## config.mk

```make
export PLATFORM = sky130hd
export DESIGN_NAME = traffic_phase_timer
export DESIGN_NICKNAME = d
export VERILOG_FILES = /design/src/rtl/traffic_phase_timer.sv
export SDC_FILE = /design/constraint.sdc
export NUM_CORES = 1
export LEC_CHECK = 0
export ABC_CLOCK_PERIOD_IN_PS = 3000
export CORE_MARGIN = 3
export CORE_UTILIZATION = 44
export DETAILED_ROUTE_END_ITERATION = 8
export PLACE_DENSITY = 0.6
export SYNTH_ARGS = -nofsm -noshare
export SYNTH_HDL_FRONTEND = slang
export SYNTH_SLANG_ARGS = --single-unit
```

## constraint.sdc

```tcl
create_clock -name clk -period 3 [get_ports clk]
set_input_delay 0.3 -clock clk [delete_from_list [all_inputs] [get_ports clk]]
set_output_delay 0.3 -clock clk [all_outputs]
set_load 0.005 [all_outputs]
```

## src/rtl/traffic_phase_timer.sv

```systemverilog
// traffic_phase_timer: decodes the controller's lamps, times each phase and issues the one-cycle en step.
// Optional fault detection (illegal lamps, unresponsive controller) is enabled by defining TRAFFIC_FAULT_DETECT_EN.
module traffic_phase_timer #(
  parameter int GREEN_TICKS  = 40,
  parameter int YELLOW_TICKS = 8,
  parameter int ALLRED_TICKS = 4,
  parameter int PED_TICKS    = 20,
  parameter int WAIT_MAX     = 8,
  parameter int CNT_W        = 16
) (
  input  logic       clk,
  input  logic       reset,
  input  logic       MG,
  input  logic       MY,
  input  logic       MR,
  input  logic       SG,
  input  logic       SY,
  input  logic       SR,
  input  logic       pedLight,
  input  logic       newCycle,
  output logic       en,
  output logic [2:0] phase,
  output logic [7:0] cycleCount,
  output logic       fault
);

  localparam int WAIT_W = $clog2(WAIT_MAX + 1);

  typedef enum logic [2:0] {
    ST_LOAD,
    ST_COUNT,
    ST_FIRE,
    ST_WAIT
`ifdef TRAFFIC_FAULT_DETECT_EN
    , ST_FAULT
`endif
  } state_e;

  typedef enum logic [2:0] {
    PH_GR      = 3'd0,
    PH_YR      = 3'd1,
    PH_RR      = 3'd2,
    PH_RG      = 3'd3,
    PH_RY      = 3'd4,
    PH_PED     = 3'd5,
    PH_ILLEGAL = 3'd7
  } phase_e;

  logic [7:0]        lampRaw, lampS1_q, lampS2_q;
  logic              ncPrev_q;
  logic [1:0]        settle_q, settle_d;
  state_e            state_q, state_d;
  phase_e            phase_q, phase_d, decPhase;
  logic [CNT_W-1:0]  cnt_q, cnt_d, cntDec, dwellM1;
  logic [WAIT_W-1:0] wait_q, wait_d, waitInc;
  logic              en_q, en_d;
  logic [7:0]        cycleCount_q, cycleCount_d;
  logic              settled;

  // Lamps are asynchronous to clk; only the second flop is ever observed.
  assign lampRaw = {MG, MY, MR, SG, SY, SR, pedLight, newCycle};

  always_ff @(posedge clk or posedge reset) begin
    if (reset) begin
      lampS1_q <= '0;
      lampS2_q <= '0;
      ncPrev_q <= 1'b0;
    end else begin
      lampS1_q <= lampRaw;
      lampS2_q <= lampS1_q;
      ncPrev_q <= lampS2_q[0];
    end
  end

  // Strict decode: exactly one lamp per street, walk lamp only with both streets red.
  always_comb begin
    case (lampS2_q[7:1])
      7'b100_001_0: decPhase = PH_GR;
      7'b010_001_0: decPhase = PH_YR;
      7'b001_001_0: decPhase = PH_RR;
      7'b001_100_0: decPhase = PH_RG;
      7'b001_010_0: decPhase = PH_RY;
      7'b001_001_1: decPhase = PH_PED;
      default:      decPhase = PH_ILLEGAL;
    endcase
  end

  always_comb begin
    case (decPhase)
      PH_GR, PH_RG: dwellM1 = CNT_W'(GREEN_TICKS - 1);
      PH_YR, PH_RY: dwellM1 = CNT_W'(YELLOW_TICKS - 1);
      PH_RR:        dwellM1 = CNT_W'(ALLRED_TICKS - 1);
      PH_PED:       dwellM1 = CNT_W'(PED_TICKS - 1);
      default:      dwellM1 = '0;
    endcase
  end

  assign settled  = (settle_q == 2'd2);
  assign settle_d = settled ? settle_q : settle_q + 2'd1;
  assign cntDec   = cnt_q - CNT_W'(1);
  assign waitInc  = wait_q + WAIT_W'(1);

  always_comb begin
    state_d = state_q;
    cnt_d   = cnt_q;
    wait_d  = wait_q;
    phase_d = phase_q;
    case (state_q)
      ST_LOAD: begin
        if (decPhase != PH_ILLEGAL) begin
          phase_d = decPhase;
          cnt_d   = dwellM1;
          state_d = (dwellM1 == '0) ? ST_FIRE : ST_COUNT;
        end
      end
      ST_COUNT: begin
        cnt_d = cntDec;
        if (cntDec == '0) state_d = ST_FIRE;
      end
      ST_FIRE: begin
        wait_d  = '0;
        state_d = ST_WAIT;
      end
      ST_WAIT: begin
        if (decPhase != phase_q) begin
          state_d = ST_LOAD;
        end else begin
          wait_d = waitInc;
          if (waitInc == WAIT_W'(WAIT_MAX)) begin
`ifdef TRAFFIC_FAULT_DETECT_EN
            state_d = ST_FAULT;
`else
            state_d = ST_LOAD;
`endif
          end
        end
      end
`ifdef TRAFFIC_FAULT_DETECT_EN
      ST_FAULT: state_d = ST_FAULT;
`endif
      default: state_d = ST_LOAD;
    endcase

    // An illegal lamp pattern overrides every other transition once the synchronizer has filled.
    if ((decPhase == PH_ILLEGAL) && settled) begin
`ifdef TRAFFIC_FAULT_DETECT_EN
      if (state_q != ST_FAULT) begin
        state_d = ST_FAULT;
        phase_d = PH_ILLEGAL;
      end
`else
      state_d = ST_LOAD;
`endif
    end
  end

  assign en_d         = (state_d == ST_FIRE);
  assign cycleCount_d = (lampS2_q[0] && !ncPrev_q) ? cycleCount_q + 8'd1 : cycleCount_q;

  always_ff @(posedge clk or posedge reset) begin
    if (reset) begin
      state_q      <= ST_LOAD;
      settle_q     <= 2'd0;
      cnt_q        <= '0;
      wait_q       <= '0;
      phase_q      <= PH_GR;
      en_q         <= 1'b0;
      cycleCount_q <= 8'd0;
    end else begin
      state_q      <= state_d;
      settle_q     <= settle_d;
      cnt_q        <= cnt_d;
      wait_q       <= wait_d;
      phase_q      <= phase_d;
      en_q         <= en_d;
      cycleCount_q <= cycleCount_d;
    end
  end

`ifdef TRAFFIC_FAULT_DETECT_EN
  logic fault_q;

  always_ff @(posedge clk or posedge reset) begin
    if (reset) fault_q <= 1'b0;
    else       fault_q <= (state_d == ST_FAULT);
  end

  assign fault = fault_q;
`else
  assign fault = 1'b0;
`endif

  assign en         = en_q;
  assign phase      = phase_q;
  assign cycleCount = cycleCount_q;

endmodule

```

==> metrics.csv <==
metric,value,unit
cts_hold_buffers,0,
cp_data_required_time,3.24,ns
grt_overflow_total,0,
cts.repair.resized,0,
cts_tree,yes,
multi_input_area,1410,sq um
ys_warn_count,0,
vias,2083,
p_seq_share,50.7,%
dr.pass1.iters,4,
drc,0,
track_usage,16.1,%
regArea,1350,sq um
chipWidth,86.4,microns
synth-async-reset-ratio,100,%
total_leakage_power,0.00133,uW
antennaDiodeCount,0,
insertion_delay,0.31,ns
max_slew_margin,54.8,%
grt_max_degree,25,
startpoint_type,register,
end_kind,register,
cts_num_sinks,54,
cp.arrival,2.78,ns
yosysSeqAreaShare,47.5,%
yosysMostFrequentCell,dfrtp_1,
irDropWorstVdd,0.322,mV
fin_crit_sh,84.7,%
worst_pin_slew,0.676,ns
max_stage_delay,0.59,ns
stdcell_count,375,
wl_per_cell,14.3,microns
cts_max_level,2,
nFillCells,566,
hold_violations,0,
rows,28,
clkTransAtPathRegs,0.10,ns
die_y,86.4,microns
synth_commonest_cells,"54 x dfrtp_1, 22 x nand2_1, 18 x nor2_1, 18 x o21ai_0, 11 x inv_1",
root_buffer,clkbuf_8,
die-area,7470,sq um
worstHoldPathType,primary input to async pin,
post-place-cells,367,
ys_types,66,
fin_tns_setup,0,ns
synth_edf_count,0,
grt_pass1_wl,9.62,mm
power_density,529,nW/um^2
synth_ff_type,dfrtp_1,
area_delta_synth_final,13.8,%
grt_pass1_vias,1942,
internal_power,1230,uW
drtIter0Drc,101,
clk_path_buf_depth,2,
total_power,1710,uW
cp_top_family,compound AO/OA/AOI/OAI gates,
syn_inst,278,
ant_nets,0,
clock_power_share,28.8,%
io_pins,23,
post-cts-setup-buffers,0,
status,"finished, final reports clean",
routed_via_density,5.55,
initial_utilization,46.7,%
yosys.area.top_type,dfrtp_1,
dpl.hpwl,3.70,mm
cp_max_fo,11,
gp_congestion,0.819,
worstPathCellList,"inv_1, ha_1, nand2b_1, a21oi_1, or3_1, a2111oi_0, nand2_1, a31oi_1",
cpMaxStageDelayCell,a2111oi_0,
combPwrFrac,20.5,%
drive_above_1_share,13.3,%
post-place-ws,0.469,ns
fin_area,3240,sq um
synth_top_area_share,47.5,%
switching_power,483,uW
synth.top_cells.by_area,"dfrtp_1 47%, o21ai_0 3.2%, nand2_1 2.9%",
fmax,394,MHz
port_buffers,21,
maxSlewViolCount,0,
syn_avg_cell_area,10.2,sq um
core_area,6100,sq um
finalWorstSetupSlack,0.460,ns
period_minus_slack,2.54,ns
syn_area,2850,sq um
worstSetupPathType,register to register,
cts_buffers,5,
swShare,28.2,%
rsz0062_at_grt,false,
antenna_found_initial,0,
critPathBufInv,1,
cap_violations,0,
drt-total-wl,5.38,mm
placed_area,3130,sq um
skew,0.00923,ns
ys_ff_latch,54,
nets,314,
setup_viol,0,
-- path summary, 6_finish.rpt --
check	from	endpoint	slack (ns)	depth (start not counted)
setup / recovery	cnt_q[0]$_DFFE_PP0P_	state_q[1]$_DFF_PP0_	0.46	8
hold / removal	reset	cycleCount[5]$_DFFE_PP0P_	0.22	2
setup reg to reg	cnt_q[0]$_DFFE_PP0P_	state_q[1]$_DFF_PP0_	0.46	8
hold reg to reg	lampS1_q[6]$_DFF_PP0_	lampS2_q[6]$_DFF_PP0_	0.35	0
max in group asynchronous	reset	settle_q[0]$_DFFE_PP0P_	2.19	3
min in group clk	lampS1_q[6]$_DFF_PP0_	lampS2_q[6]$_DFF_PP0_	0.35	0
-- stage by stage --
step	hold WS, ns	utilization (%)
6_report	0.218	53.1
4_1_cts	0.225	53.1
3_3_place_gp	0.332	51.3
5_1_grt	0.238	53.1
2_1_floorplan	0.331	-
3_5_place_dp	0.336	51.3
-- layout make-up --
| class | count | share of cell area [%] |
|---|---|---|
| Clock buffer | 6 | 2.24 |
| Clock inverter | 2 | 1.16 |
| Inverter | 11 | 1.27 |
| Multi-Input combinational cell | 203 | 43.5 |
| Sequential cell | 54 | 41.7 |
| Tap cell | 75 | 2.90 |
| Timing Repair Buffer | 24 | 7.18 |
-- kinds of logic (layout without fill, tap and decap cells) --
kind of cell             after synthesis  count (layout)  share of synthesized area [%]
AND/OR/NAND/NOR                      112             112                           23.8
AO/OA/AOI/OAI                         64              64                           16.5
flip-flops                            54              54                           47.5
buffers and inverters                 22              43                           3.12
XOR/XNOR                              14              14                           4.57
multiplexers                           6               6                           2.20
adder cells (fa/ha/maj)                5               5                           2.20
other                                  1               2                          0.132
-- power by group through the flow --
stage	Combinational, uW	Sequential (uW)	Clock [uW]
2_1_floorplan	222	872	0
3_3_place_gp	353	883	0
3_5_place_dp	355	882	0
4_1_cts	358	869	512
5_1_grt	394	884	542
6_report	351	869	494
-- worst register-to-register path, delay by kind of cell, from the launching register on --
family                     cells  cell delay [ns]
buffers and inverters          1             0.07
DFF                            1             0.45
AOI/OAI and AO/OA              3             0.90
and+or+nand+nor                3             0.80
adders and majority gates      1             0.25
-- state kept, by name (all words and copies together) (netlist names) --
name / flops
cnt_q: 16
cycleCount: 8
lampS1_q: 8
lampS2_q: 8
wait_q: 4
phase: 3
state_q: 3
settle_q: 2
en: 1
ncPrev_q: 1
-- routing by layer --
metal	track usage (%)	vias to the layer above	wire, microns
li1	-	1043	-
met1	23.6	994	2700
met2	24.3	40	2420
met3	3.42	6	205
met4	3.82	0	53
met5	0	-	0
-- cells in the final DEF, fill, tap and decap left out, types with 3 or more instances in the layout --
| master | instances |
|---|---|
| nand4_1 | 6 |
| and2_1 | 5 |
| ha_1 | 5 |
| clkbuf_8 | 5 |
| nand2_1 | 22 |
| or4_1 | 3 |
| xor2_1 | 5 |
| buf_4 | 3 |
| clkdlybuf4s50_1 | 21 |
| o211ai_1 | 3 |
| dfrtp_1 | 54 |
| mux2i_1 | 4 |
| xnor2_1 | 8 |
| o21ai_0 | 18 |
| a21oi_1 | 10 |
| or3_1 | 6 |
| nand2b_1 | 3 |
| a31oi_1 | 3 |
| inv_1 | 10 |
| o41ai_1 | 3 |
| nor3_1 | 7 |
| nor2_1 | 18 |
| nand3_1 | 9 |
| nor2b_1 | 5 |
| o31ai_1 | 4 |
| or3b_2 | 4 |
| nand3b_1 | 3 |
Note: power is estimated with default switching activity, not from simulation.
